--- src/rtl/serial_adder_ctrl.sv ---
`default_nettype none
`timescale 1ns/1ps
// ============================================================================
// Module      : serial_adder_ctrl
// Description : Bit-serial WIDTH-bit adder built around one full-adder cell
//               and a carry flop. Operands a/b/ci are captured in a single
//               transfer and rippled LSB-first, one bit per clock; the result
//               is then held on sum/co until the consumer takes it.
// Ports       : clk       in   rising-edge clock
//               rst_n     in   asynchronous active-low reset
//               in_valid  in   operands a/b/ci valid
//               in_ready  out  block can accept operands (state is IDLE)
//               a, b      in   WIDTH-bit operands
//               ci        in   carry-in to bit 0
//               out_valid out  sum/co valid
//               out_ready in   consumer accepts result
//               sum       out  (a+b+ci) mod 2^WIDTH
//               co        out  carry-out of bit WIDTH-1
// Revision    : 1.0 - initial release
// ============================================================================
module serial_adder_ctrl #(
  parameter int WIDTH = 8
) (
  input  logic             clk,
  input  logic             rst_n,
  input  logic             in_valid,
  output logic             in_ready,
  input  logic [WIDTH-1:0] a,
  input  logic [WIDTH-1:0] b,
  input  logic             ci,
  output logic             out_valid,
  input  logic             out_ready,
  output logic [WIDTH-1:0] sum,
  output logic             co
);

  localparam int CNT_W = (WIDTH > 2) ? $clog2(WIDTH) : 1;
  localparam logic [CNT_W-1:0] C_LAST_BIT = CNT_W'(WIDTH - 1);

  typedef enum logic [1:0] {
    ST_IDLE = 2'd0,
    ST_RUN  = 2'd1,
    ST_DONE = 2'd2
  } state_t;

  state_t           r_state;
  logic [WIDTH-1:0] r_a_sh;
  logic [WIDTH-1:0] r_b_sh;
  logic [WIDTH-1:0] r_sum;
  logic             r_carry;
  logic             r_co;
  logic             r_out_valid;
  logic [CNT_W-1:0] r_cnt;

  // The single full-adder cell, fed from the low bits of the operand shifters.
  logic w_s;
  logic w_carry_nxt;

  assign w_s         = r_a_sh[0] ^ r_b_sh[0] ^ r_carry;
  assign w_carry_nxt = (r_a_sh[0] & r_b_sh[0]) | ((r_a_sh[0] ^ r_b_sh[0]) & r_carry);

  assign in_ready  = (r_state == ST_IDLE);
  assign out_valid = r_out_valid;
  assign sum       = r_sum;
  assign co        = r_co;

  always_ff @(posedge clk or negedge rst_n) begin
    if (!rst_n) begin
      r_state     <= ST_IDLE;
      r_a_sh      <= '0;
      r_b_sh      <= '0;
      r_sum       <= '0;
      r_carry     <= 1'b0;
      r_co        <= 1'b0;
      r_out_valid <= 1'b0;
      r_cnt       <= '0;
    end else begin
      case (r_state)
        ST_IDLE: begin
          if (in_valid) begin
            r_a_sh  <= a;
            r_b_sh  <= b;
            r_carry <= ci;
            r_cnt   <= '0;
            r_state <= ST_RUN;
          end
        end

        ST_RUN: begin
          // Each sum bit enters at the MSB; after WIDTH shifts bit 0 of the
          // result has walked down to bit 0.
          r_a_sh  <= r_a_sh >> 1;
          r_b_sh  <= r_b_sh >> 1;
          r_sum   <= {w_s, r_sum[WIDTH-1:1]};
          r_carry <= w_carry_nxt;
          if (r_cnt == C_LAST_BIT) begin
            // Counter is left at its final value so it can never wrap.
            r_co        <= w_carry_nxt;
            r_out_valid <= 1'b1;
            r_state     <= ST_DONE;
          end else begin
            r_cnt <= r_cnt + 1'b1;
          end
        end

        ST_DONE: begin
          if (out_ready) begin
            r_out_valid <= 1'b0;
            r_state     <= ST_IDLE;
          end
        end

        default: begin
          r_out_valid <= 1'b0;
          r_state     <= ST_IDLE;
        end
      endcase
    end
  end

endmodule
`default_nettype wire

--- config.mk ---
export PLATFORM = sky130hd
export DESIGN_NAME = serial_adder_ctrl
export DESIGN_NICKNAME = d
export VERILOG_FILES = /design/src/rtl/serial_adder_ctrl.sv
export SDC_FILE = /design/constraint.sdc
export NUM_CORES = 1
export LEC_CHECK = 0
export BUFFER_PORTS_ARGS = -buffer_cell sky130_fd_sc_hd__buf_2
export CORE_ASPECT_RATIO = 0.5
export CORE_MARGIN = 2
export CORE_UTILIZATION = 45
export CTS_CLUSTER_DIAMETER = 40
export DETAILED_ROUTE_END_ITERATION = 8
export PLACE_DENSITY = 0.75
export SETUP_SLACK_MARGIN = 0.2
export SLEW_MARGIN = 20
export SYNTH_ARGS = -nofsm -noshare
export SYNTH_HDL_FRONTEND = slang
export SYNTH_SLANG_ARGS = --single-unit
--- constraint.sdc ---
create_clock -name clk -period 3.2 [get_ports clk]
set_input_delay 0 -clock clk [delete_from_list [all_inputs] [get_ports clk]]
set_output_delay 0 -clock clk [all_outputs]
set_load 0.02 [all_outputs]
# Yosys cells after proc, flatten, opt, wreduce, memory -nomap -nowiden
# Index checks and enable logic that the tools add are counted.
dict set report word_totals {
  register_bits 32
  out_inout_bits 11
  word_cells 45
  inputBits 21
}
dict set report op_classes {
  n_bitwise 6
  eq_ne 7
  reduce_logical 7
  n_mux 16
  n_addsub 1
}
# op count
set op_table {}
lappend op_table {{$pmux W8 S2} 2}
lappend op_table {{$mux W8} 2}
lappend op_table {{$reduce_and A3 Y1} 3}
lappend op_table {{$ne A2 B2 Y1 const B} 4}
lappend op_table {{$mux W2} 3}
lappend op_table {{$mux W3} 2}
lappend op_table {{$pmux W2 S3} 1}
lappend op_table {{$pmux W3 S2} 1}
lappend op_table {{$reduce_and A2 Y1} 2}
lappend op_table {{$add A3 B1 Y3 const B} 1}
lappend op_table {{$eq A3 B3 Y1 const B} 1}
lappend op_table {{$mux W1} 3}
lappend op_table {{$pmux W1 S3} 1}
lappend op_table {{$and A1 B1 Y1} 2}
lappend op_table {{$eq A2 B1 Y1 const B} 1}
lappend op_table {{$eq A2 B2 Y1 const B} 1}
lappend op_table {{$logic_not A2 Y1} 1}
lappend op_table {{$pmux W1 S2} 1}
lappend op_table {{$reduce_bool A2 Y1} 1}
lappend op_table {{$xor A1 B1 Y1} 2}
lappend op_table {{$not A1 Y1} 1}
lappend op_table {{$or A1 B1 Y1} 1}

# Logic depth before layout (Yosys ltp)
dict set report depth {
  depth_word 4
  mapped_depth 5
  mapped_depth_nobuf 4
}

# Worst setup path before layout
# Ideal clock, no wire load.
dict set report synth_timing {
  path_type {flip-flop to flip-flop}
  from {register r_cnt[0]}
  to {register r_co, in the netlist co}
  setup_time_ns 0.125
  path_buffers 0
  t_required_ns 3.075
  arrival_ns 1.232
  slack_ns 1.843
  period_less_slack_ns 1.357
  stages_incl_launch_ff 5
  path_cell_list {dfrtp_1 -> ha_1 -> ha_1 -> nand3b_1 -> mux2_2}
}
dict set report synth_via {
  elab_chain_len 2
}
# element line_no
set synth_lines {}
lappend synth_lines {{start: declaration} 53} ;# logic [CNT_W-1:0] r_cnt;
lappend synth_lines {{start signal: assignment} 102} ;# r_cnt <= r_cnt + 1'b1;
lappend synth_lines {{$eq A3 B3 Y1} 96} ;# if (r_cnt == C_LAST_BIT) begin
lappend synth_lines {{$reduce_and A2 Y1 (no line)} --}
lappend synth_lines {{end signal: assignment} 98} ;# r_co <= w_carry_nxt;
lappend synth_lines {{end: declaration} 51} ;# logic r_co;
# No other way between the ends.
# A chain may end at the register's enable or synchronous reset.

# Worst setup path after layout
dict set report layout_timing {
  from {register r_state[1]}
  to {register r_sum[3], in the netlist sum[3]}
}
dict set report layout_via {
  elab_chain_len 1
}
# element line_no
set layout_lines {}
lappend layout_lines {{start: declaration} 46} ;# state_t r_state;
lappend layout_lines {{start signal: assignment} 69} ;# r_state <= ST_IDLE;
lappend layout_lines {{start signal: assignment} 85} ;# r_state <= ST_RUN;
lappend layout_lines {{start signal: assignment} 100} ;# r_state <= ST_DONE;
lappend layout_lines {{$eq A2 B1 Y1} 78} ;# case (r_state)
lappend layout_lines {{end signal: assignment} 94} ;# r_sum <= {w_s, r_sum[WIDTH-1:1]};
lappend layout_lines {{end: declaration} 49} ;# logic [WIDTH-1:0] r_sum;
# No other way between the ends.

==> flow_summary.toml <==
[logic_synthesis]
synth_cell_types = 27
yosysMostFrequentCell = "dfrtp_1"
yosys-top-cells-count = "32 x dfrtp_1, 11 x o221a_2, 11 x or4b_1"
ys.warnings.count = 0
synth-async-reset-ratio_pct = 100
netlist.area_leader.share_pct = 51.2
synth_ff_type = "dfrtp_1"
synth_fp_nets = 149
synth.largest_area_cell = "dfrtp_1"
synthCells = 125
synth-seq-cells = 32
yosys-top-cells-area = "dfrtp_1 51%, o221a_2 7.9%, or4b_1 7.0%"
synth_area_sq_um = 1570
synth-edff-count = 0
avgSynthCellArea_sq_um = 12.5
ys_seq_area_share_pct = 51.2

[cts]
cts.clk_slew.worst_paths_ns = 0.07
htree_num_levels = 2
cts_buffer_depth = 2
numCtsBuffers = 5
clkLatencyLatePin_ns = 0.28
cts_resized = 0
cts_root_buf = "clkbuf_8"
clkSinkCount = 32
cts_tree = "done"

[critical_path]
path_class = "reg -> reg"
critPathLaunchType = "flip-flop"
cp.arrival_ns = 1.64
critPathSlowestCell = "nand2b_1"
crit_chain = "nand2b_1, mux2_2"
crit_fanout = 19
r2r_end = "sum[3]"
critical_path.max_stage_delay_ns = 0.62
rr_worst_depth = 2
timing.rr.start = "r_state[1]"
required_ns = 3.36
cp-end-kind = "flip-flop"
r2r_slack_ns = 1.72

[route]
drt-total-wl_mm = 2.79
avgRoutedWirePerCell_microns = 14.1
via_per_inst = 5.53
drtIter0Drc = 46
drtAntennaViolNets = 0
via_count = 1095
drc = 0
dr.pass1.iters = 4

[finish]
drive_above_1_share_pct = 41.0
fin_area_sq_um = 1830
diodes = 0
syn_to_final_growth_pct = 17.0
final_nets = 179
fin_util_pct = 54.2
n_fill_cell = 298

[power]
power_leakage_nw = 0.818
combPwrFrac_pct = 41.6
seqPwrFrac_pct = 40.5
switchingPower_uw = 632
pwr-share-clk_pct = 17.9
switching_share_pct = 36.0
peakVddDrop_mv = 0.309
intPower_mw = 1.12
power_density_nw_per_um2 = 959

[timing]
fmax_mhz = 675
slew_headroom_pct = 47.9
rsz0062_at_grt = "false"
hold_ws_ns = 0.0734
timing.final.crit_share_pct = 46.3
maxSlewViolCount = 0
finalHoldViolCount = 0
finClkSkew_ns = 0.00431
timing.final.ws_setup_ns = 1.72
setup_viol = 0
layout_min_cycle_time_ns = 1.48
tightest_slew_ns = 0.781
fin_setup_tns_ns = 0

[grt]
grt_max_degree = 38
grt_pass1_vias = 922
antenna_found_initial = 0
grt-ovfl-total = 0
grt_pass1_wl_mm = 4.41
track_usage_pct = 14.9

[floorplanning]
fp.dieW_microns = 87.4
placementRows = 15
ios = 32
die_height_microns = 45.7
core_sq_um = 3380
dieArea_sq_um = 3990
initial_core_util_pct = 46.3

[hold_path]
holdPathStages = 3
worstHoldStart = "b[4]"
whs_endpoint = "r_b_sh[4]"
worstHoldPathType = "in -> reg"

[place]
io_buffers = 31
hpwl_mm = 1.85
post_dp_cell_area_sq_um = 1720
gp_congestion = 0.728
dpl_worst_slack_ns = 1.72

[job]
cap_violations = 0

[outcome]
status = "complete, no violations"
[registers in the layout, indices dropped and copies added, names as in the netlist]
name / cells
r_carry: 1
r_a_sh: 8
r_cnt: 3
co: 1
sum: 8
r_b_sh: 8
out_valid: 1
r_state: 2
[how the worst max path moves through the flow]
stage | startpoint | end | depth (start not counted) | slack [ns]
after floorplan | r_cnt[0] | co | 4 | 1.84
after global placement | r_state[1] | sum[4] | 2 | 1.78
after detailed placement | r_state[1] | sum[3] | 2 | 1.72
after CTS | r_state[1] | sum[3] | 2 | 1.71
after global routing | r_cnt[0] | r_cnt[0] | 4 | 1.61
final | r_state[1] | sum[3] | 2 | 1.72
[per-stage QoR]
| stage | total power, mW | std cells |
|---|---|---|
| 2_1_floorplan | 1.29 | 125 |
| 3_3_place_gp | 1.43 | 188 |
| 3_5_place_dp | 1.46 | 188 |
| 4_1_cts | 1.78 | 198 |
| 5_1_grt | 1.89 | 198 |
| 6_report | 1.76 | 198 |
[cell families (layout without fill, tap and decap cells)]
family	count (synthesis)	count (layout)	synth area share, %
simple gates	36	36	17.8
flops	32	32	51.2
compound gates	26	26	15.6
buf+inv	19	50	6.08
mux	9	9	6.47
fa+ha+maj	3	3	2.88
[what timing repair did]
| action | in CTS | in global routing |
|---|---|---|
| hold endpoints to repair | 33 | 0 |
| hold buffers | 2 | 0 |
| setup buffers | 0 | 0 |
[cell type report]
class,count,area [sq um],area share (%)
clock buffers,6,82.6,4.51
clock inverters,2,10.0,0.546
inverters,7,26.3,1.43
multi-input cells,74,669,36.5
flip-flops and latches,32,801,43.7
well taps,42,52.6,2.87
repair buffers,35,190,10.4
[worst max-delay path, delay by kind of cell, from the launching register on]
family        cells  cell delay (ns)
flops             1             0.33
mux               1             0.42
simple gates      1             0.62
[cell usage in the layout, fill, tap and decap left out, drive strengths merged, types with 3 or more instances in the layout]
cell type,instances
dfrtp,32
clkbuf,6
a211oi,4
nor3b,6
mux2,9
nor4b,4
nand2b,4
o221a,11
inv,7
or4b,11
nand3,3
buf,33
o221ai,3
[power by group through the flow]
| stage | Clock, mW | Combinational (mW) | Sequential, mW |
|---|---|---|---|
| finish | 0.314 | 0.731 | 0.712 |
| global route | 0.338 | 0.809 | 0.738 |
| CTS | 0.325 | 0.739 | 0.714 |
| detailed placement | 0 | 0.741 | 0.717 |
| global placement | 0 | 0.714 | 0.715 |
| floorplan | 0 | 0.519 | 0.774 |
[metal layers]
layer / global-route usage [%] / vias up / share of wire (%)
met4: 4.62 / 0 / 0.68
met3: 4.35 / 2 / 4.3
met2: 21.5 / 22 / 47
met5: 0 / - / 0
li1: - / 539 / -
met1: 21.8 / 532 / 48
Power figures use the tool's default switching activity.
